==> config.mk <==
export PLATFORM = sky130hd
export DESIGN_NAME = fetch_ctrl_flat
export DESIGN_NICKNAME = d
export VERILOG_FILES = /design/src/rtl/fetch_ctrl_pkg.sv /design/src/rtl/fetch_ctrl_if.sv /design/src/rtl/fetch_hold_buf.sv /design/src/rtl/fetch_ctrl.sv /design/src/flat_wrapper.sv
export SDC_FILE = /design/constraint.sdc
export NUM_CORES = 1
export LEC_CHECK = 0
export ABC_CLOCK_PERIOD_IN_PS = 3350
export BUFFER_PORTS_ARGS = -buffer_cell sky130_fd_sc_hd__buf_2
export CORE_UTILIZATION = 45
export CTS_CLUSTER_DIAMETER = 80
export CTS_CLUSTER_SIZE = 16
export DETAILED_ROUTE_END_ITERATION = 8
export PLACE_DENSITY = 0.79
export SETUP_SLACK_MARGIN = 0.15
export SLEW_MARGIN = 5
export SYNTH_ARGS = -nofsm -noshare
export SYNTH_HDL_FRONTEND = slang
export SYNTH_SLANG_ARGS = --single-unit
export TNS_END_PERCENT = 50
==> constraint.sdc <==
create_clock -name clk -period 3.35 [get_ports clk]
set_input_delay 0.5025 -clock clk [delete_from_list [all_inputs] [get_ports clk]]
set_output_delay 0.5025 -clock clk [all_outputs]
set_load 0.03 [all_outputs]
==> src/rtl/fetch_ctrl_pkg.sv <==
// Shared widths, state encoding and packet type for the fetch sequencer.
package fetch_ctrl_pkg;

    localparam int XLEN        = 32;
    localparam int INSTR_BYTES = 4;
    localparam logic [XLEN-1:0] HALT_INSTR = 32'h0000_0073;

    typedef enum logic [1:0] {
        RUN   = 2'd0,
        STALL = 2'd1,
        HALT  = 2'd2
    } fetch_state_t;

    typedef struct packed {
        logic [XLEN-1:0] pc;
        logic [XLEN-1:0] instr;
    } fetch_pkt_t;

    // Redirect targets are word aligned; the low two bits are discarded.
    function automatic logic [XLEN-1:0] align_pc(input logic [XLEN-1:0] addr);
        return addr & {{(XLEN-2){1'b1}}, 2'b00};
    endfunction

endpackage

==> src/rtl/fetch_ctrl_if.sv <==
// Fetch-to-issue-queue handshake: packet valid/data forward, ready backward.
interface fetch_ctrl_if;
    import fetch_ctrl_pkg::*;

    logic            fetch_valid;
    logic [XLEN-1:0] fetch_pc;
    logic [XLEN-1:0] fetch_instr;
    logic            iq_ready;

    modport master (
        output fetch_valid,
        output fetch_pc,
        output fetch_instr,
        input  iq_ready
    );

    modport slave (
        input  fetch_valid,
        input  fetch_pc,
        input  fetch_instr,
        output iq_ready
    );

endinterface

==> src/rtl/fetch_hold_buf.sv <==
// One-entry skid register holding a fetch packet the issue queue refused.
module fetch_hold_buf
    import fetch_ctrl_pkg::*;
(
    input  logic       clk,
    input  logic       reset,
    input  logic       load,
    input  logic       drain,
    input  logic       clear,
    input  fetch_pkt_t load_pkt,
    output fetch_pkt_t hold_pkt,
    output logic       full
);

    logic       full_reg;
    fetch_pkt_t pkt_reg;

    // clear wins over load so a redirect can never leave wrong-path data behind
    always_ff @(posedge clk) begin
        if (!reset) begin
            full_reg <= 1'b0;
            pkt_reg  <= '0;
        end else if (clear) begin
            full_reg <= 1'b0;
        end else if (load) begin
            full_reg <= 1'b1;
            pkt_reg  <= load_pkt;
        end else if (drain) begin
            full_reg <= 1'b0;
        end
    end

    assign full     = full_reg;
    assign hold_pkt = pkt_reg;

endmodule

==> src/rtl/fetch_ctrl.sv <==
// Fetch-stage sequencer: next-PC selection, imem response tracking,
// issue-queue backpressure via a skid entry, redirects and halt.
module fetch_ctrl
    import fetch_ctrl_pkg::*;
(
    input  logic            clk,
    input  logic            reset,
    input  logic [XLEN-1:0] pc,
    input  logic [XLEN-1:0] instruction,
    output logic [XLEN-1:0] pc_update,
    output logic            pc_hold,
    fetch_ctrl_if.master    iq,
    input  logic            flush_valid,
    input  logic [XLEN-1:0] flush_pc,
    input  logic            br_valid,
    input  logic [XLEN-1:0] br_target,
    output logic            halted
);

    fetch_state_t    state_reg;
    fetch_state_t    state_next;
    logic            req_valid_reg;
    logic [XLEN-1:0] req_pc_reg;

    logic            redirect;
    logic            resp_live;
    logic            hold_full;
    logic            capture;
    logic            drain;
    logic            transfer;
    fetch_pkt_t      hold_pkt;
    fetch_pkt_t      live_pkt;
    fetch_pkt_t      out_pkt;

    fetch_hold_buf u_hold_buf (
        .clk      (clk),
        .reset    (reset),
        .load     (capture),
        .drain    (drain),
        .clear    (redirect),
        .load_pkt (live_pkt),
        .hold_pkt (hold_pkt),
        .full     (hold_full)
    );

    always_comb begin
        // A halted front end only listens to the ROB; branch redirects are stale.
        redirect  = flush_valid || (br_valid && (state_reg != HALT));
        resp_live = req_valid_reg && (state_reg != HALT);
        live_pkt  = '{pc: req_pc_reg, instr: instruction};

        if (hold_full)
            out_pkt = hold_pkt;
        else if (resp_live)
            out_pkt = live_pkt;
        else
            out_pkt = '0;

        iq.fetch_valid = (hold_full || resp_live) && !redirect && (state_reg != HALT);
        iq.fetch_pc    = out_pkt.pc;
        iq.fetch_instr = out_pkt.instr;

        transfer = iq.fetch_valid && iq.iq_ready;
        capture  = resp_live && !iq.iq_ready && !redirect;
        drain    = hold_full && iq.iq_ready && !redirect;

        pc_hold = ((state_reg == HALT) && !flush_valid)
                || (!iq.iq_ready && (hold_full || resp_live) && !redirect);

        if (flush_valid)
            pc_update = align_pc(flush_pc);
        else if (br_valid && (state_reg != HALT))
            pc_update = align_pc(br_target);
        else
            pc_update = pc + XLEN'(INSTR_BYTES);

        halted = (state_reg == HALT);
    end

    always_comb begin
        state_next = state_reg;
        case (state_reg)
            RUN: begin
                if (redirect)
                    state_next = RUN;
                else if (transfer && (iq.fetch_instr == HALT_INSTR))
                    state_next = HALT;
                else if (capture)
                    state_next = STALL;
            end
            STALL: begin
                if (redirect)
                    state_next = RUN;
                else if (transfer)
                    state_next = (iq.fetch_instr == HALT_INSTR) ? HALT : RUN;
            end
            HALT: begin
                if (flush_valid)
                    state_next = RUN;
            end
            default: state_next = RUN;
        endcase
    end

    // The address on pc this cycle is only tracked if the PC is allowed to move past it.
    always_ff @(posedge clk) begin
        if (!reset) begin
            state_reg     <= RUN;
            req_valid_reg <= 1'b0;
            req_pc_reg    <= '0;
        end else begin
            state_reg     <= state_next;
            req_valid_reg <= !pc_hold && !redirect;
            req_pc_reg    <= pc;
        end
    end

endmodule

==> src/flat_wrapper.sv <==
// flat-port wrapper written by rule: the top's interface ports become plain ports
module fetch_ctrl_flat import fetch_ctrl_pkg::*;
  (clk, reset, pc, instruction, pc_update, pc_hold, flush_valid, flush_pc, br_valid, br_target, halted, iq_fetch_valid, iq_fetch_pc, iq_fetch_instr, iq_iq_ready);
  fetch_ctrl_if iq_i ();
  input  logic clk;
  input  logic reset;
  input  logic [XLEN-1:0] pc;
  input  logic [XLEN-1:0] instruction;
  output logic [XLEN-1:0] pc_update;
  output logic pc_hold;
  input  logic flush_valid;
  input  logic [XLEN-1:0] flush_pc;
  input  logic br_valid;
  input  logic [XLEN-1:0] br_target;
  output logic halted;
  output wire logic [$bits(iq_i.fetch_valid)-1:0] iq_fetch_valid;
  output wire logic [$bits(iq_i.fetch_pc)-1:0] iq_fetch_pc;
  output wire logic [$bits(iq_i.fetch_instr)-1:0] iq_fetch_instr;
  input wire logic [$bits(iq_i.iq_ready)-1:0] iq_iq_ready;
  assign iq_fetch_valid = iq_i.fetch_valid;
  assign iq_fetch_pc = iq_i.fetch_pc;
  assign iq_fetch_instr = iq_i.fetch_instr;
  assign iq_i.iq_ready = iq_iq_ready;
  fetch_ctrl u_core (.clk(clk), .reset(reset), .pc(pc), .instruction(instruction), .pc_update(pc_update), .pc_hold(pc_hold), .iq(iq_i), .flush_valid(flush_valid), .flush_pc(flush_pc), .br_valid(br_valid), .br_target(br_target), .halted(halted));
endmodule
==> results.cfg, run 1 <==
[status]
outcome = finished clean

[synth]
synth-seq-cells = 100
synthesis.nets = 832
yosysSeqAreaShare_pct = 35.9
ys_async_sr_fraction_pct = 0
syn_inst = 698
synth.yosys.warnings = 0
synth_flop_cell = sky130_fd_sc_hd__dfxtp_1
synth_enable_flop_cells = 0
number_of_unique_standard_cell_types_used_by_synthesis = 56
post_synth.cell_area_avg_um2 = 7.98
syn-cell-area_um2 = 5570

[pwr]
combinational_cell_fraction_of_total_power_pct = 17.4
cellInternalPower_w = 0.00197
power_frac_clock_pct = 37.4
p_switching_w = 0.000746
switching_power_as_a_share_of_total_power_pct = 27.4
power_density_nw_per_um2 = 383
share_seq_of_total_power_pct = 45.2
power.leakage_nw = 3.11
power.ir.vdd_worst_uv = 225

[clock_tree]
postCtsHoldBufs = 0
cts_htree_levels = 3
clk_pin_slew_worst_paths_ns = 0.06
cts_tree = yes
tritoncts_sink_count = 100
post_cts_resized = 0
cts_root_buffer = sky130_fd_sc_hd__clkbuf_16
clk_latency_ns = 0.34
cts.path.max_buffers = 2
post-cts-setup-buffers = 0
numCtsBuffers = 9

[cells_and_area]
final_core_utilization_pct = 58.9
fill_cells = 1106
area_delta_synth_final_pct = 27.6
largest_reg_flops = 64
finish.net_count = 1029
layout.cells.most_common_list = 227 x sky130_fd_sc_hd__buf_2, 169 x sky130_fd_sc_hd__nand2_1, 99 x sky130_fd_sc_hd__dfxtp_1
final-seq-area_um2 = 2000
finish.cell_count_without_fillers = 1069
layout.cells.most_common = sky130_fd_sc_hd__buf_2
fraction_of_final_layout_cells_sized_beyond_drive_strength_1_pct = 29.9
multi_input_area_um2 = 3280

[worst_setup_path]
criticalPathCategory = input pin to output pin
arrival_time_of_the_worst_setup_path_ns = 2.51
path_max_fanout = 6
critical_path.endpoint_type = output pin
crit_start_category = input pin
critPathRequiredTime_ns = 2.85

[timing]
period_share_pct = 90.1
setup_viol = 0
fin_crit_ns = 3.02
fin_setup_tns_ns = 0
max_transition_margin_pct = 54.1
max_freq_mhz = 331
timing.final.max_slew_violations = 0
timing.hold.ws_ns = 0.389
setup_repair_after_global_routing_missed_its_margin = no
tightest_slew_ns = 0.688
finalHoldViolations = 0
worst_clock_skew_ns = 0.00749

[place]
numPortBuffers = 227
gpl.final_weighted_congestion = 0.842
numPlacedInstances = 1052
place.detailed.hpwl_um = 11700

[die]
die_width_um = 113
die_height_um = 113
initial_utilization_pct = 46.2
coreArea_um2 = 12100
std_cell_rows = 40
floorplan.die_area_um2 = 12800
ios = 232

[global_routing]
grt_pass1_wl_um = 25200
groute.usage.overall_pct = 24.7
pin_count_of_the_biggest_net_entering_global_routing = 60
antenna_found_initial = 0
remaining_overflow_grt = 0
grt_pass1_vias = 5122

[hold_path]
hold_path_class = input pin to register

[drt]
finalWirelength_um = 15900
vias_cell = 5.35
remaining_drc_errors = 0
antenna_left = 0
detail_route.first_pass.iterations = 5
wl_per_cell_um = 14.8
detailroute.via_count = 5719
drt-initial-drc-count = 399

[flow_run]
maxCapViolations = 0
## worst paths after layout
path | start | endpoint | slack (ns) | cells past startpoint
max | pc[2] | pc_update[18] | 0.33 | 8
min | pc[0] | u_core.req_pc_reg[0] | 0.39 | 2
max reg2reg | u_core.state_reg[0] | u_core.u_hold_buf.hold_pkt[11] | 1.08 | 6
min reg2reg | u_core.req_pc_reg[31] | u_core.u_hold_buf.hold_pkt[63] | 0.45 | 2
## kinds of logic (layout without fill, tap and decap cells)
kind of cell / after synthesis / count (layout) / share of synthesized area [%]
AND/OR/NAND/NOR: 306 / 306 / 26.3
buffers and inverters: 70 / 272 / 5.52
adder cells (fa/ha/maj): 1 / 1 / 0.225
flip-flops: 100 / 100 / 35.9
multiplexers: 10 / 10 / 1.82
other: 0 / 1 / 0
AO/OA/AOI/OAI: 183 / 183 / 25.8
XOR/XNOR: 28 / 28 / 4.40
## per-layer routing
| metal | routed length, µm | share of wire, % | GRT usage (%) |
|---|---|---|---|
| met1 | 6610 | 42 | 29.3 |
| met2 | 7770 | 49 | 43.3 |
| met3 | 1070 | 6.8 | 4.82 |
| met5 | 0 | 0 | 0 |
| met4 | 411 | 2.6 | 10.5 |
## worst max-delay path: stages
cell and delay (ns):
sky130_fd_sc_hd__buf_2 0.13, sky130_fd_sc_hd__ha_1 0.23, sky130_fd_sc_hd__nand2_1 0.18, sky130_fd_sc_hd__nor4_4 0.43
sky130_fd_sc_hd__nand3_1 0.16, sky130_fd_sc_hd__xor2_1 0.16, sky130_fd_sc_hd__a221oi_1 0.43, sky130_fd_sc_hd__buf_2 0.28
## final cells by class
class                      count  share of cell area, %
sequential                   100                   28.2
inverter                      15                  0.792
clock buffer                  11                   3.27
timing repair buffer         241                   17.8
tap                          168                   2.96
multi-input combinational    528                   46.1
clock inverter                 5                  0.845
antenna                        1                 0.0352
## per-stage QoR
| stage | power [W] | setup slack (ns) | instance area, µm² |
|---|---|---|---|
| 6_report | 0.00272 | 0.333 | 7110 |
| 5_1_grt | 0.00283 | 0.298 | 7110 |
| 4_1_cts | 0.00274 | 0.377 | 7110 |
| 3_5_place_dp | 0.00173 | 0.384 | 6810 |
| 3_3_place_gp | 0.00173 | 0.412 | 6810 |
| 2_1_floorplan | 0.00154 | 0.554 | 5570 |
## synth_stat cells, types with 2 or more instances
master | number | area [µm²]
sky130_fd_sc_hd__a21boi_0 | 56 | 420
sky130_fd_sc_hd__a21boi_1 | 8 | 60.1
sky130_fd_sc_hd__a21oi_1 | 9 | 45.0
sky130_fd_sc_hd__a221oi_1 | 6 | 52.6
sky130_fd_sc_hd__a221oi_2 | 3 | 45.0
sky130_fd_sc_hd__a22o_1 | 61 | 534
sky130_fd_sc_hd__and2_1 | 34 | 213
sky130_fd_sc_hd__and3_1 | 8 | 50.1
sky130_fd_sc_hd__buf_2 | 12 | 60.1
sky130_fd_sc_hd__buf_6 | 4 | 45.0
sky130_fd_sc_hd__clkbuf_1 | 38 | 143
sky130_fd_sc_hd__dfxtp_1 | 100 | 2000
sky130_fd_sc_hd__inv_1 | 15 | 56.3
sky130_fd_sc_hd__mux2i_1 | 9 | 90.1
sky130_fd_sc_hd__nand2_1 | 169 | 634
sky130_fd_sc_hd__nand2b_1 | 2 | 12.5
sky130_fd_sc_hd__nand3_1 | 14 | 70.1
sky130_fd_sc_hd__nand3b_1 | 2 | 15.0
sky130_fd_sc_hd__nand4_1 | 11 | 68.8
sky130_fd_sc_hd__nand4b_1 | 2 | 17.5
sky130_fd_sc_hd__nor2_1 | 24 | 90.1
sky130_fd_sc_hd__nor2b_1 | 2 | 12.5
sky130_fd_sc_hd__nor3_1 | 20 | 100
sky130_fd_sc_hd__nor4_1 | 5 | 31.3
sky130_fd_sc_hd__nor4_4 | 2 | 42.5
sky130_fd_sc_hd__o211ai_1 | 3 | 22.5
sky130_fd_sc_hd__o21ai_0 | 16 | 80.1
sky130_fd_sc_hd__o221ai_1 | 7 | 61.3
sky130_fd_sc_hd__o31ai_1 | 2 | 15.0
sky130_fd_sc_hd__or4b_1 | 2 | 20.0
sky130_fd_sc_hd__xnor2_1 | 7 | 61.3
sky130_fd_sc_hd__xor2_1 | 21 | 184
## power by group through the flow
stage / Combinational, W / Sequential [W] / Clock (W)
final: 0.000473 / 0.00123 / 0.00102
after floorplan: 0.000285 / 0.00125 / 0
after CTS: 0.000474 / 0.00123 / 0.00104
after global placement: 0.000471 / 0.00126 / 0
after global routing: 0.000509 / 0.00123 / 0.00109
after detailed placement: 0.000472 / 0.00126 / 0
(Power assumes the default switching activity.)
==> inputs of run 2 (changes only) <==
Settings changed: CORE_UTILIZATION 45 to 40, PLACE_DENSITY 0.79 to 0.68, SETUP_SLACK_MARGIN 0.15 to unset.
==> run 2 against run 1 <==
  * Worst setup slack got worse by 0.10 ns
  * Sequential power barely moved
  * Register-to-register slack got worse by 0.15 ns
  * Clock power increased by 13%
  * Sequential share of layout area fell by 0.12 points
  * Final cell count is 0.47% higher
  * Count of clock-buffer cells in the layout decreased by 2
  * Power increased by 4.9%
  * Clock skew decreased by 0.0030 ns
  * Utilization down 5.7 points
  * Critical path type is now register to output pin
  * Largest cell class unchanged
==> results.cfg, run 2 (synthesized netlist as in run 1, its figures left out) <==
[timing]
worst_clock_skew_ns = 0.00446
finalHoldViolations = 0
setup_repair_after_global_routing_missed_its_margin = no
period_share_pct = 93.0
timing.final.max_slew_violations = 0
timing.hold.ws_ns = 0.369
tightest_slew_ns = 0.921
setup_viol = 0
max_freq_mhz = 321
fin_setup_tns_ns = 0
max_transition_margin_pct = 38.4
fin_crit_ns = 3.12

[drt]
antenna_left = 0
vias_cell = 5.35
wl_per_cell_um = 15.9
detail_route.first_pass.iterations = 5
remaining_drc_errors = 0
finalWirelength_um = 17100
drt-initial-drc-count = 415
detailroute.via_count = 5748

[cells_and_area]
largest_reg_flops = 64
fill_cells = 1313
area_delta_synth_final_pct = 28.1
finish.net_count = 1027
layout.cells.most_common_list = 227 x sky130_fd_sc_hd__buf_2, 169 x sky130_fd_sc_hd__nand2_1, 99 x sky130_fd_sc_hd__dfxtp_1
layout.cells.most_common = sky130_fd_sc_hd__buf_2
multi_input_area_um2 = 3280
final_core_utilization_pct = 53.3
fraction_of_final_layout_cells_sized_beyond_drive_strength_1_pct = 30.0
final-seq-area_um2 = 2000
n_antenna_cell = 0
final_standard_cell_area_without_fillers_um2 = 7140

[worst_setup_path]
ff2ff_setup_slack_ns = 0.93
crit_start = u_core.state_reg[0]
cpMaxStageDelayCell = sky130_fd_sc_hd__nor2_4
worstReg2RegStart = u_core.state_reg[0]
critical-path-max-stage-delay_ns = 0.47
timing.critical_path.cells = nand2b_1, nand2_1, nor2_4, buf_12, a22o_1, buf_2
path_max_fanout = 44
worst-path-buf-inv = 2
timing.critical_path.max_delay_family = simple AND/OR/NAND/NOR gates
crit_start_category = register
critPathRequiredTime_ns = 2.85
criticalPathCategory = register to output pin
arrival_time_of_the_worst_setup_path_ns = 2.61
critical_path.endpoint_type = output pin

[clock_tree]
clk_pin_slew_worst_paths_ns = 0.07
cts.path.max_buffers = 2
tritoncts_sink_count = 100
postCtsHoldBufs = 0
cts_tree = yes
clk_latency_ns = 0.34
post_cts_resized = 0
cts_root_buffer = sky130_fd_sc_hd__clkbuf_16
post-cts-setup-buffers = 0
numCtsBuffers = 9
cts_htree_levels = 3

[place]
gpl.final_weighted_congestion = 0.826
numPortBuffers = 227
place.detailed.hpwl_um = 12400
dpl-instance-area_um2 = 6810

[global_routing]
remaining_overflow_grt = 0
groute.usage.overall_pct = 23.4
grt_pass1_wl_um = 26600
pin_count_of_the_biggest_net_entering_global_routing = 47
antenna_found_initial = 0
grt_pass1_vias = 5345

[die]
die_width_um = 120
floorplan.die_area_um2 = 14400
die_height_um = 120
initial_utilization_pct = 41.6
ios = 232
coreArea_um2 = 13400
std_cell_rows = 42

[pwr]
power.leakage_nw = 3.12
cellInternalPower_w = 0.00206
power.ir.vdd_worst_uv = 237
combinational_cell_fraction_of_total_power_pct = 16.8
power_frac_clock_pct = 40.2
share_seq_of_total_power_pct = 43.0
p_switching_w = 0.000795
switching_power_as_a_share_of_total_power_pct = 27.9
power_density_nw_per_um2 = 400

[hold_path]
hold_path_class = input pin to register
hp-start = pc[1]

[status]
outcome = finished clean

[flow_run]
maxCapViolations = 0
run 2: worst paths after layout:
path / to / depth (start not counted)
min: u_core.req_pc_reg[1] / 2
max reg2reg: u_core.u_hold_buf.hold_pkt[8] / 6
max: iq_fetch_pc[22] / 6
min reg2reg: u_core.u_hold_buf.hold_pkt[19] / 2
run 2: layout make-up:
type | instances | share of cell area, %
Multi-Input combinational cell | 528 | 45.9
Sequential cell | 100 | 28.1
Timing Repair Buffer | 239 | 17.5
Clock buffer | 9 | 3.16
Tap cell | 176 | 3.09
Clock inverter | 7 | 1.47
Inverter | 15 | 0.789
run 2: metrics by stage:
step / instances / setup slack [ns] / total power (W)
after floorplan: 698 / 0.554 / 0.00154
after global placement: 1058 / 0.397 / 0.00173
after detailed placement: 1058 / 0.373 / 0.00173
after CTS: 1074 / 0.246 / 0.00288
after global routing: 1074 / 0.0401 / 0.00296
final: 1074 / 0.233 / 0.00285
run 2: power by group through the flow:
stage	clock, W	sequential, W	combinational (W)
6_report	0.00115	0.00123	0.000480
5_1_grt	0.00122	0.00123	0.000514
4_1_cts	0.00117	0.00123	0.000480
3_5_place_dp	0	0.00126	0.000479
3_3_place_gp	0	0.00126	0.000478
2_1_floorplan	0	0.00125	0.000285
run 2: worst reg2reg max path, delay by kind of cell (launching register included):
| family | cells | cell delay [ns] |
|---|---|---|
| AO/OA/AOI/OAI | 1 | 0.08 |
| AND/OR/NAND/NOR | 4 | 1.55 |
| buffers and inverters | 1 | 0.28 |
| flip-flops | 1 | 0.38 |
run 2: metal layers:
metal	GRT usage, %	wire [µm]	vias up
li1	-	-	2845
met1	28.8	7420	2623
met2	39.5	7950	251
met3	3.99	1210	29
met4	10.7	489	0
met5	0	0	-
==> inputs of run 3 (changes only) <==
==> constraint.sdc (replaced) <==
create_clock -name clk -period 3.35 [get_ports clk]
set_input_delay 0 -clock clk [delete_from_list [all_inputs] [get_ports clk]]
set_output_delay 0 -clock clk [all_outputs]
set_load 0.03 [all_outputs]
==> run 3 against run 2 <==
  * Critical path depth increased by 3
  * Via count up 4.4%
  * Count of clock-buffer cells in the layout unchanged
  * Final area is 8.3% higher
  * Clock power decreased by 15%
  * Die area unchanged
  * Global-route usage up 1.4 points
  * Sequential share of layout area fell by 2.1 points
  * Utilization up 4.4 points
  * Worst setup slack improved by 0.37 ns
  * Critical path type is now input pin to output pin
  * Flip-flop and latch count unchanged
==> results.cfg, run 3 (synthesized netlist as in run 1, its figures left out) <==
[timing]
fin_setup_tns_ns = 0
max_transition_margin_pct = 36.2
period_share_pct = 81.9
finalHoldViolations = 0
setup_repair_after_global_routing_missed_its_margin = no
max_freq_mhz = 365
setup_viol = 0
fin_crit_ns = 2.74
worst_clock_skew_ns = 0.00669
tightest_slew_ns = 0.955
timing.final.max_slew_violations = 0

[drt]
vias_cell = 5.26
remaining_drc_errors = 0
finalWirelength_um = 18000
detailroute.via_count = 6002
antenna_left = 0
drt-initial-drc-count = 437
wl_per_cell_um = 15.8
detail_route.first_pass.iterations = 5

[cells_and_area]
multi_input_area_um2 = 3280
fraction_of_final_layout_cells_sized_beyond_drive_strength_1_pct = 28.0
layout.cells.most_common_list = 227 x sky130_fd_sc_hd__buf_2, 169 x sky130_fd_sc_hd__nand2_1, 99 x sky130_fd_sc_hd__dfxtp_1
largest_reg_flops = 64
finish.net_count = 1092
finish.cell_count_without_fillers = 1140
area_delta_synth_final_pct = 38.7
fill_cells = 1255
layout.cells.most_common = sky130_fd_sc_hd__buf_2
final-seq-area_um2 = 2000
final_core_utilization_pct = 57.7

[die]
die_width_um = 120
std_cell_rows = 42
die_height_um = 120
initial_utilization_pct = 41.6
coreArea_um2 = 13400
floorplan.die_area_um2 = 14400
ios = 232

[hold_path]
holdPathStages = 2
hold_path_class = input pin to register

[global_routing]
grt_pass1_wl_um = 28300
antenna_found_initial = 1
groute.usage.overall_pct = 24.8
remaining_overflow_grt = 0
pin_count_of_the_biggest_net_entering_global_routing = 65
grt_pass1_vias = 5740

[place]
gpl.final_weighted_congestion = 0.844
numPlacedInstances = 1059
numPortBuffers = 227
place.detailed.hpwl_um = 12500

[status]
outcome = finished clean

[worst_setup_path]
critical-path-max-stage-delay_ns = 0.72
setup.worst_path.end = pc_update[30]
critical-path-top-cell-by-count = sky130_fd_sc_hd__buf_2
arrival_time_of_the_worst_setup_path_ns = 2.74
path_max_fanout = 6
critPathRequiredTime_ns = 3.35
timing.critical_path.max_delay_family = simple AND/OR/NAND/NOR gates
cpMaxStageDelayCell = sky130_fd_sc_hd__nor4_1
crit_start_category = input pin
worst_r2r_path_depth = 5
worstReg2RegStart = u_core.u_hold_buf.full
critical_path.endpoint_type = output pin
reg2reg_to = u_core.state_reg[1]
crit_start = pc[2]
crit_cells = 9
timing.critical_path.cells = dlygate4sd3_1, buf_2, ha_1, nand2_1, nor4_1, nand3_1, xor2_1, o221ai_1, buf_2
ff2ff_setup_slack_ns = 0.88
worst-path-buf-inv = 3
criticalPathCategory = input pin to output pin

[pwr]
power.leakage_nw = 3.36
power.ir.vdd_worst_uv = 246
power_density_nw_per_um2 = 356

[clock_tree]
post_cts_resized = 0
clk_pin_slew_worst_paths_ns = 0.07
cts_htree_levels = 3
cts_tree = yes
numCtsBuffers = 9
cts_root_buffer = sky130_fd_sc_hd__clkbuf_16
cts.path.max_buffers = 2
tritoncts_sink_count = 100
clk_latency_ns = 0.35

[flow_run]
maxCapViolations = 0
-- run 3: how the worst min path moves through the flow --
| stage | start | end | slack, ns |
|---|---|---|---|
| detailed placement | pc[1] | u_core.req_pc_reg[1] | 0.22 |
| floorplan | pc[0] | u_core.req_pc_reg[0] | 0.12 |
| CTS | pc[4] | u_core.req_pc_reg[4] | 0.009 |
| global route | pc[4] | u_core.req_pc_reg[4] | 0.02 |
| finish | pc[4] | u_core.req_pc_reg[4] | 0.03 |
| global placement | pc[1] | u_core.req_pc_reg[1] | 0.22 |
-- run 3: worst reg2reg max path, stage by stage, from the launching register on --
cell,delay (ns)
sky130_fd_sc_hd__dfxtp_2,0.73
sky130_fd_sc_hd__inv_1,0.23
sky130_fd_sc_hd__or4b_1,0.57
sky130_fd_sc_hd__a222oi_1,0.41
sky130_fd_sc_hd__o2111ai_1,0.16
sky130_fd_sc_hd__a221oi_1,0.27
-- run 3: report_power, final --
part / internal [W] / leakage [nW] / switching [W]
registers: 0.00121 / 0.815 / 0.0000152
clock network: 0.000512 / 0.133 / 0.000471
logic: 0.000225 / 2.41 / 0.000316
-- run 3: timing repair --
| action | 4_1_cts | 5_1_grt |
|---|---|---|
| hold endpoints to repair | 64 | 0 |
| buffers inserted | 0 | 0 |
| hold buffers | 64 | 0 |
| endpoints found under the setup margin | 0 | 0 |
-- run 3: area by class of cell --
type | count | area share, %
Sequential cell | 100 | 25.9
Inverter | 15 | 0.728
Antenna cell | 1 | 0.0324
Tap cell | 176 | 2.85
Clock buffer | 9 | 2.91
Timing Repair Buffer | 304 | 24.4
Clock inverter | 7 | 0.761
Multi-Input combinational cell | 528 | 42.4
-- run 3: stage by stage --
stage / hold WS (ns) / setup slack (ns) / instance area [µm²] / total power (W)
2_1_floorplan: 0.122 / 1.02 / 5570 / 0.00154
4_1_cts: 0.00934 / 0.599 / 7730 / 0.00278
5_1_grt: 0.0227 / 0.407 / 7730 / 0.00289
3_5_place_dp: 0.217 / 0.947 / 6800 / 0.00173
3_3_place_gp: 0.216 / 0.993 / 6800 / 0.00173
6_report: 0.0260 / 0.607 / 7730 / 0.00275
-- run 3: layer usage --
metal | vias up | GRT usage [%] | routed length, µm
met5 | - | 0 | 0
li1 | 2976 | - | -
met1 | 2767 | 30.1 | 7900
met3 | 28 | 5.13 | 1120
met2 | 231 | 43.0 | 8580
met4 | 0 | 8.44 | 389
